===== config.mk =====
export PLATFORM = sky130hd
export DESIGN_NAME = instruction_fetch
export DESIGN_NICKNAME = d
export VERILOG_FILES = /design/src/rtl/instruction_fetch.sv
export SDC_FILE = /design/constraint.sdc
export NUM_CORES = 1
export LEC_CHECK = 0
export ABC_AREA = 1
export CAP_MARGIN = 40
export CORE_ASPECT_RATIO = 1.2
export CORE_MARGIN = 4
export CORE_UTILIZATION = 30
export CTS_CLUSTER_SIZE = 28
export DETAILED_ROUTE_END_ITERATION = 16
export PLACE_DENSITY = 0.64
export SYNTH_ARGS = -nofsm -noshare
export SYNTH_HDL_FRONTEND = slang
export SYNTH_SLANG_ARGS = --single-unit

===== constraint.sdc =====
create_clock -name clk -period 1.31 [get_ports clk]
set_input_delay 0.262 -clock clk [delete_from_list [all_inputs] [get_ports clk]]
set_output_delay 0.262 -clock clk [all_outputs]
set_load 0.05 [all_outputs]

===== src/rtl/instruction_fetch.sv =====
// IF stage: owns the PC, issues one outstanding imem request at a time and
// feeds the IF/ID register through a single-entry response buffer.
module instruction_fetch #(
    parameter logic [31:0] RESET_PC = 32'h0000_0000,
    parameter logic [31:0] NOP_INST = 32'h0000_0013
) (
    input  logic        clk,
    input  logic        rst_n,
    input  logic        clk_en,
    input  logic        branch_taken,
    input  logic [31:0] jump_addr,
    input  logic        flush,
    output logic        imem_req,
    output logic [31:0] imem_addr,
    input  logic        imem_gnt,
    input  logic        imem_rvalid,
    input  logic [31:0] imem_rdata,
    output logic [31:0] inst_id,
    output logic [31:0] pc_id,
    output logic        inst_valid_id,
    output logic        fetch_stall
);

    typedef enum logic [1:0] {
        ST_IDLE,
        ST_REQ,
        ST_WAIT
    } state_t;

    state_t      state_reg;
    logic [31:0] pc_reg;
    logic [31:0] req_pc_reg;
    logic [31:0] buf_inst_reg;
    logic [31:0] buf_pc_reg;
    logic        buf_valid_reg;
    logic        drop_reg;
    logic [31:0] inst_id_reg;
    logic [31:0] pc_id_reg;
    logic        inst_valid_id_reg;

    logic        redirect;
    logic        req_active;
    logic        accept;
    logic        resp;
    logic        fill;
    logic [31:0] target_pc;

    assign redirect  = branch_taken & clk_en;
    assign target_pc = jump_addr & 32'hFFFF_FFFC;

    // A new request may only go out when the buffer is empty or is being
    // drained into IF/ID on this same edge, so the response always has room.
    assign req_active = (state_reg == ST_REQ) & (~buf_valid_reg | (clk_en & ~flush));
    assign accept     = req_active & imem_gnt;
    assign resp       = (state_reg == ST_WAIT) & imem_rvalid;
    assign fill       = resp & ~drop_reg & ~redirect;

    assign imem_req      = req_active;
    assign imem_addr     = pc_reg;
    assign inst_id       = inst_id_reg;
    assign pc_id         = pc_id_reg;
    assign inst_valid_id = inst_valid_id_reg;
    assign fetch_stall   = ~buf_valid_reg;

    // Fetch FSM, PC and redirect bookkeeping
    always_ff @(posedge clk or negedge rst_n) begin
        if (!rst_n) begin
            state_reg  <= ST_IDLE;
            pc_reg     <= RESET_PC;
            req_pc_reg <= RESET_PC;
            drop_reg   <= 1'b0;
        end else begin
            case (state_reg)
                ST_IDLE: state_reg <= ST_REQ;
                ST_REQ: begin
                    if (accept) begin
                        req_pc_reg <= pc_reg;
                        state_reg  <= ST_WAIT;
                    end
                end
                ST_WAIT: begin
                    if (imem_rvalid) begin
                        state_reg <= ST_REQ;
                    end
                end
                default: state_reg <= ST_IDLE;
            endcase

            if (redirect) begin
                pc_reg <= target_pc;
            end else if (accept) begin
                pc_reg <= pc_reg + 32'd4;
            end

            // A redirect that coincides with the response discards that very
            // response, so only a still-outstanding one needs to be dropped.
            if (redirect && (((state_reg == ST_WAIT) && !imem_rvalid) || accept)) begin
                drop_reg <= 1'b1;
            end else if (resp) begin
                drop_reg <= 1'b0;
            end
        end
    end

    // Response buffer and IF/ID register
    always_ff @(posedge clk or negedge rst_n) begin
        if (!rst_n) begin
            buf_valid_reg     <= 1'b0;
            buf_inst_reg      <= NOP_INST;
            buf_pc_reg        <= 32'h0000_0000;
            inst_id_reg       <= NOP_INST;
            pc_id_reg         <= 32'h0000_0000;
            inst_valid_id_reg <= 1'b0;
        end else begin
            if (fill) begin
                buf_inst_reg <= imem_rdata;
                buf_pc_reg   <= req_pc_reg;
            end

            if (redirect) begin
                buf_valid_reg <= 1'b0;
            end else if (fill) begin
                buf_valid_reg <= 1'b1;
            end else if (clk_en && !flush) begin
                buf_valid_reg <= 1'b0;
            end

            if (redirect || flush) begin
                inst_id_reg       <= NOP_INST;
                inst_valid_id_reg <= 1'b0;
            end else if (clk_en) begin
                if (buf_valid_reg) begin
                    inst_id_reg       <= buf_inst_reg;
                    pc_id_reg         <= buf_pc_reg;
                    inst_valid_id_reg <= 1'b1;
                end else begin
                    inst_id_reg       <= NOP_INST;
                    inst_valid_id_reg <= 1'b0;
                end
            end
        end
    end

endmodule

### Word level (Yosys, flattened, before mapping)

Index checks and enable logic that the tools add are counted.

| operators by class | value |
|---|---|
| multipliers | 0 |
| muxes and demuxes | 16 |
| bitwise gates (word level) | 13 |
| shift operators | 0 |
| $lt $le $gt $ge | 0 |
| reductions and logical operators | 15 |
| $add $sub $neg | 1 |
| div/mod/pow operators | 0 |
| equality and inequality tests | 4 |

Operator list:

| cell | count |
|---|---|
| 32-bit 2-to-1 mux | 5 |
| 32-bit by 3-bit adder with 32-bit output (second input constant) | 1 |
| 1-bit 2-to-1 mux | 8 |
| 1-bit AND | 7 |
| 2-bit case mux with 3 select lines | 1 |
| 2-bit nonzero test | 3 |
| 1-bit NOT | 5 |
| 2-bit 2-to-1 mux | 2 |
| 2-bit != test (second input constant) | 2 |
| 2-bit AND reduction | 2 |
| 1-bit logical AND | 3 |
| 3-bit AND reduction | 1 |
| 3-bit nonzero test | 1 |
| 2-bit by 1-bit equality test with 1-bit output (second input constant) | 1 |
| 2-bit equality test (second input constant) | 1 |
| 1-bit zero test | 2 |
| 2-bit zero test | 1 |
| 1-bit logical OR | 2 |
| 1-bit OR | 1 |

| storage, ports and cells | value |
|---|---|
| latch bits | 0 |
| bits of input ports | 71 |
| register bits | 197 |
| memories | 0 |
| word-level logic and storage cells | 59 |
| memory bits (read-only) | 0 |
| RAM bits | 0 |
| output and inout bits | 99 |

### Longest topological paths before layout

| logic depth | value |
|---|---|
| depth after elaboration | 8 |
| gate-level depth with buffers | 10 |
| mapped depth without buffers | 10 |

### Worst setup path after synthesis

Ideal clock, no wire load.

| timing | value |
|---|---|
| path kind | flip-flop to flip-flop |
| start point | reg pc_reg[3], in the netlist imem_addr[3] |
| end point | reg pc_reg[22], in the netlist imem_addr[22] |
| clock period less this slack | 1864 ps |
| slack | -554 ps |
| library setup time | 118 ps |
| arrival | 1745 ps |
| stages on the path, launching flop included | 11 |
| path buffers | 0 |
| data required time | 1192 ps |
| cell sequence | dfrtp_1 ha_1 nand2_1 nor2_4 nand2_1 nor2_2 nand2_1 nand2_1 nand3_1 nand2_1 nand2_1 |

| between the ends | value |
|---|---|
| word-level cells in the longest chain between the ends | 3 |

Ends and longest elaborated chain:

| item | line | text |
|---|---|---|
| from (decl) | 31 | `logic [31:0] pc_reg;` |
| from (signal assigned) | 90 | `pc_reg <= target_pc;` |
| from (signal assigned) | 92 | `pc_reg <= pc_reg + 32'd4;` |
| 32-bit by 3-bit adder with 32-bit output | 92 |  |
| 32-bit 2-to-1 mux | 91 | `end else if (accept) begin` |
| 32-bit 2-to-1 mux | 89 | `if (redirect) begin` |

No other way between the ends. The select of a mux whose other input is x is not followed.
A chain may end at the register's enable or synchronous reset.

### Worst setup path in the final report

| timing | value |
|---|---|
| start point | reg state_reg[1] |
| end point | reg buf_pc_reg[15] |

| between the ends | value |
|---|---|
| word-level cells in the longest chain between the ends | 4 |

Ends and longest elaborated chain:

| item | line | text |
|---|---|---|
| from (decl) | 30 | `state_t state_reg;` |
| from (signal assigned) | 68 | `state_reg <= ST_IDLE;` |
| from (signal assigned) | 74 | `ST_IDLE: state_reg <= ST_REQ;` |
| from (signal assigned) | 78 | `state_reg <= ST_WAIT;` |
| 2-bit equality test | 55 | `assign resp = (state_reg == ST_WAIT) & imem_rvalid;` |
| 1-bit AND | 55 |  |
| 1-bit AND (2 in series) | 56 | `assign fill = resp & ~drop_reg & ~redirect;` |
| to (signal assigned) | 117 | `buf_pc_reg <= req_pc_reg;` |
| to (decl) | 34 | `logic [31:0] buf_pc_reg;` |

No other way between the ends.

==> results.md <==
Synthesis:
- The number of different library cells used by synthesis comes to 33.
- For this run, the number of Yosys warnings is 0.
- Synthesis handed over a netlist of 951 instances.
- Counting flops and latches in the post-synthesis netlist gives 189.
- The area of the mapped netlist is 0.00814 mm2.
- The sequential element share of the synthesized area is 58.2%.
- In this run the mean area of a mapped cell was 8.56 um2.

Floorplan:
- The initial utilization of the core area, before any placement, comes to 30.7%.
- In this run the horizontal extent of the chip is 158 um.
- In this run the vertical extent of the chip is 188 um.
- The die area is 0.0299 mm2.
- The I/O pin total is 170.
- The area of the core is 0.0265 mm2.
- The number of placement rows is 65.

Detailed routing:
- The final layout contains routed wiring with a total length of 27100 um.
- For this run, design rule violations remaining after detail routing come to 0.
- The detailed router put a total of 11300 um of wire on met1.
- The detailed router used layers up to and including met4.
- The overall via count from detail_route is 7729.
- After the first detailed-routing iteration, the DRC count stood at 493.
- Once detail routing completed, the nets flagged for antenna violations numbered 0.
- The met2 layer wire length in the routed design is 13700 um.
- In the final routed layout, each cell accounts on average for 16.7 um.
- After detailed routing, the number of vias per cell comes to 4.75.
- The first detailed-routing pass took 5 iterations.
- Detailed routing placed a total of 1410 um of wire on met3.

Setup path:
- The critical path is of the flip-flop to flip-flop type.
- The element type at the critical path end is a flip-flop.
- In this run the worst path has a maximum fanout of 7.
- The worst setup path is launched from a flip-flop.
- The worst path arrival time is 1.89 ns.
- The endpoint required time on the critical path is 1.62 ns.

Hold path:
- In this run the worst hold path is classified as primary input to asynchronous set/reset pin.

Finish:
- Leaving out fill and tap cells, the most frequent cell in the layout is nand2_1.
- Cells with a size suffix above 1 make up 42.8% of the layout.
- Relative to the synthesized area, the layout overhead comes to 80.7%.
- The repair_antennas step left the layout with diodes totalling 0.
- Leaving out fill and tap cells, the most frequent cells in the layout are 185 x nand2_1, 156 x dfrtp_1, 130 x inv_1.
- The final net count is 1352.
- The utilization of the core after routing is 55.5%.

Power and ir drop:
- Power comes to 30300 uW.
- The net switching component of the power is 12000 uW.
- The static leakage is 0.00684 uW.
- Net switching is 39.6% of the power.
- The share of total power dissipated in sequential elements is 31.9%.
- In this run, the combinational gates consume 51.0% of the power.
- IR analysis of the VDD net gives a maximum drop of 1710 uV.
- The power share of the clock group is 17.0%.
- The power density of the placed cells is 2060 mW/mm2.
- The internal portion of the total power is 18300 uW.

Clock network:
- Clock latency on the worst-skew pair, taken at its later pin, is 0.43 ns.
- The H-tree was split into 4 levels.
- The root buffer cell chosen for the clock tree is clkbuf_16.
- The post-CTS clock slew at the launch and capture registers of the worst setup and hold paths is 0.08 ns.
- The number of buffers inserted during clock tree synthesis is 17.
- No sink is reached through more buffers than the 2 on the longest clock path.
- The CTS tree is done.
- The total number of clock tree sinks is 189.

Global route:
- The global-route total usage across every layer is 16.2%.
- The wire length of the first global-routing pass is 38700 um.
- Entering global routing, the biggest net connects 68 pins.
- The number of global-route vias before repair is 7337.
- The global-route congestion overflow total is 0.
- The number of antenna violations at the first check in global routing is 0.

Placed design:
- The count of buffers inserted at the top-level ports is 163.
- OpenSTA, run right after detailed placement, puts the worst setup slack at -0.544 ns.
- Detailed placement finished with a half-perimeter wire length of 16100 um.
- The congestion estimate from routability-driven global placement came to 0.868.

STA:
- The slack of the critical path is -0.269 ns.
- The final clock skew is 0.0183 ns.
- The hold violation count in the final report is 0.
- Setup violations remaining at the end of the flow were counted as 159.
- Setup repair after global routing could not meet its margin everywhere.
- For this run, the top clock speed supported by timing is 633 MHz.
- The number of pins exceeding their max-slew limit in the final report came to 0.
- The period utilization is 121%.
- The shortest period the worst path allows is 1.58 ns.

Run status:
- The flow ran to the end, but the final reports show violations.
- The checks that failed: setup timing.

Flow run:
- The tool flagged a number of max-cap violations equal to 0.
==> per-stage QoR <==
stage	std cells	area (um2)	hold slack, ns	setup TNS [ns]
floorplan	954	8260	-0.0336	-4.42
global placement	1497	11800	0.219	-77.36
detailed placement	1497	11800	0.221	-79.71
CTS	1589	13400	0.320	-21.20
global route	1628	14700	0.346	-33.89
finish	1628	14700	0.324	-23.69
==> critical path, cell delays in order (launching register included) <==
cell and delay, ns:
dfrtp_1 0.41, buf_6 0.13, inv_4 0.03, nor3_4 0.19, nand3_2 0.13, clkinv_4 0.12
buf_12 0.15, buf_8 0.12, clkbuf_16 0.14, o21ai_2 0.05
==> cells by family (layout without fill, tap and decap cells) <==
| kind of cell | after synthesis | in the layout | share of synthesized area, % |
|---|---|---|---|
| simple gates | 386 | 386 | 19.3 |
| flops | 189 | 189 | 58.2 |
| compound gates | 187 | 187 | 12.3 |
| buf+inv | 185 | 524 | 9.82 |
| xor+xnor | 2 | 2 | 0.215 |
| fa+ha+maj | 1 | 1 | 0.154 |
| other cells | 1 | 4 | 0.0460 |
==> Yosys cell counts <==
| cell | n | area share, % |
|---|---|---|
| and2_1 | 1 | 0.077 |
| inv_1 | 135 | 6.2 |
| nor2_1 | 50 | 2.3 |
| o21a_1 | 1 | 0.092 |
| nand2_2 | 2 | 0.15 |
| o211ai_1 | 5 | 0.46 |
| o21ai_0 | 69 | 4.2 |
| o31ai_1 | 1 | 0.092 |
| nand2_1 | 278 | 13 |
| buf_4 | 9 | 0.83 |
| nor2_4 | 1 | 0.14 |
| nand3_1 | 36 | 2.2 |
| nor3_2 | 1 | 0.12 |
| buf_6 | 7 | 0.97 |
| buf_2 | 15 | 0.92 |
| ha_1 | 1 | 0.15 |
| nand3_2 | 1 | 0.12 |
| or2_2 | 1 | 0.077 |
| nand4_1 | 7 | 0.54 |
| a31oi_1 | 1 | 0.077 |
| nor2_2 | 7 | 0.54 |
| o21ai_1 | 67 | 4.1 |
| buf_1 | 1 | 0.046 |
| nand3_4 | 1 | 0.22 |
| a21oi_1 | 8 | 0.49 |
| inv_2 | 5 | 0.23 |
| conb_1 | 1 | 0.046 |
| o21bai_1 | 2 | 0.18 |
| o22ai_1 | 33 | 2.5 |
| xor2_1 | 2 | 0.22 |
| dfrtp_1 | 183 | 56 |
| dfstp_2 | 6 | 1.9 |
| clkbuf_1 | 13 | 0.60 |
==> power by group through the flow <==
stage / logic [uW] / registers, uW / clock network, uW
finish: 15500 / 9660 / 5160
floorplan: 3510 / 11600 / 0
CTS: 13400 / 9350 / 5240
global route: 16400 / 9880 / 5530
detailed placement: 11800 / 9440 / 0
global placement: 11700 / 9360 / 0
==> metal layers <==
layer	global-route usage (%)	vias to the layer above
li1	-	3660
met1	22.0	3761
met2	26.1	255
met4	4.69	0
met3	3.29	53
met5	0	-
==> final cells by class <==
class,instances,area (um2)
Clock inverter,14,150
Timing Repair Buffer,352,4860
Sequential cell,189,4770
Tap cell,335,419
Multi-Input combinational cell,580,3540
Inverter,140,543
Clock buffer,18,429
Fill cell,2147,11800
==> worst paths after layout <==
| kind | cells after the start | endpoint | slack, ns | from |
|---|---|---|---|---|
| max | 9 | buf_pc_reg[15] | -0.27 | state_reg[1] |
| min | 2 | inst_id[16] | 0.32 | rst_n |
| max reg2reg | 9 | buf_pc_reg[15] | -0.27 | state_reg[1] |
| min reg2reg | 2 | buf_inst_reg[1] | 0.48 | buf_inst_reg[1] |
| max in group asynchronous | 3 | imem_addr[14] | 0.46 | rst_n |
| min in group clk | 3 | imem_addr[17] | 0.37 | jump_addr[17] |
==> what timing repair did <==
item                                    CTS  global route
hold buffers                              1             0
pin swaps                                33            42
gates resized for setup                 106           252
gates cloned                             10            17
endpoints found under the setup margin  106           200
setup buffers                            50            29
endpoints found under the hold margin    23             0
Note: power is estimated with default switching activity, not from simulation.
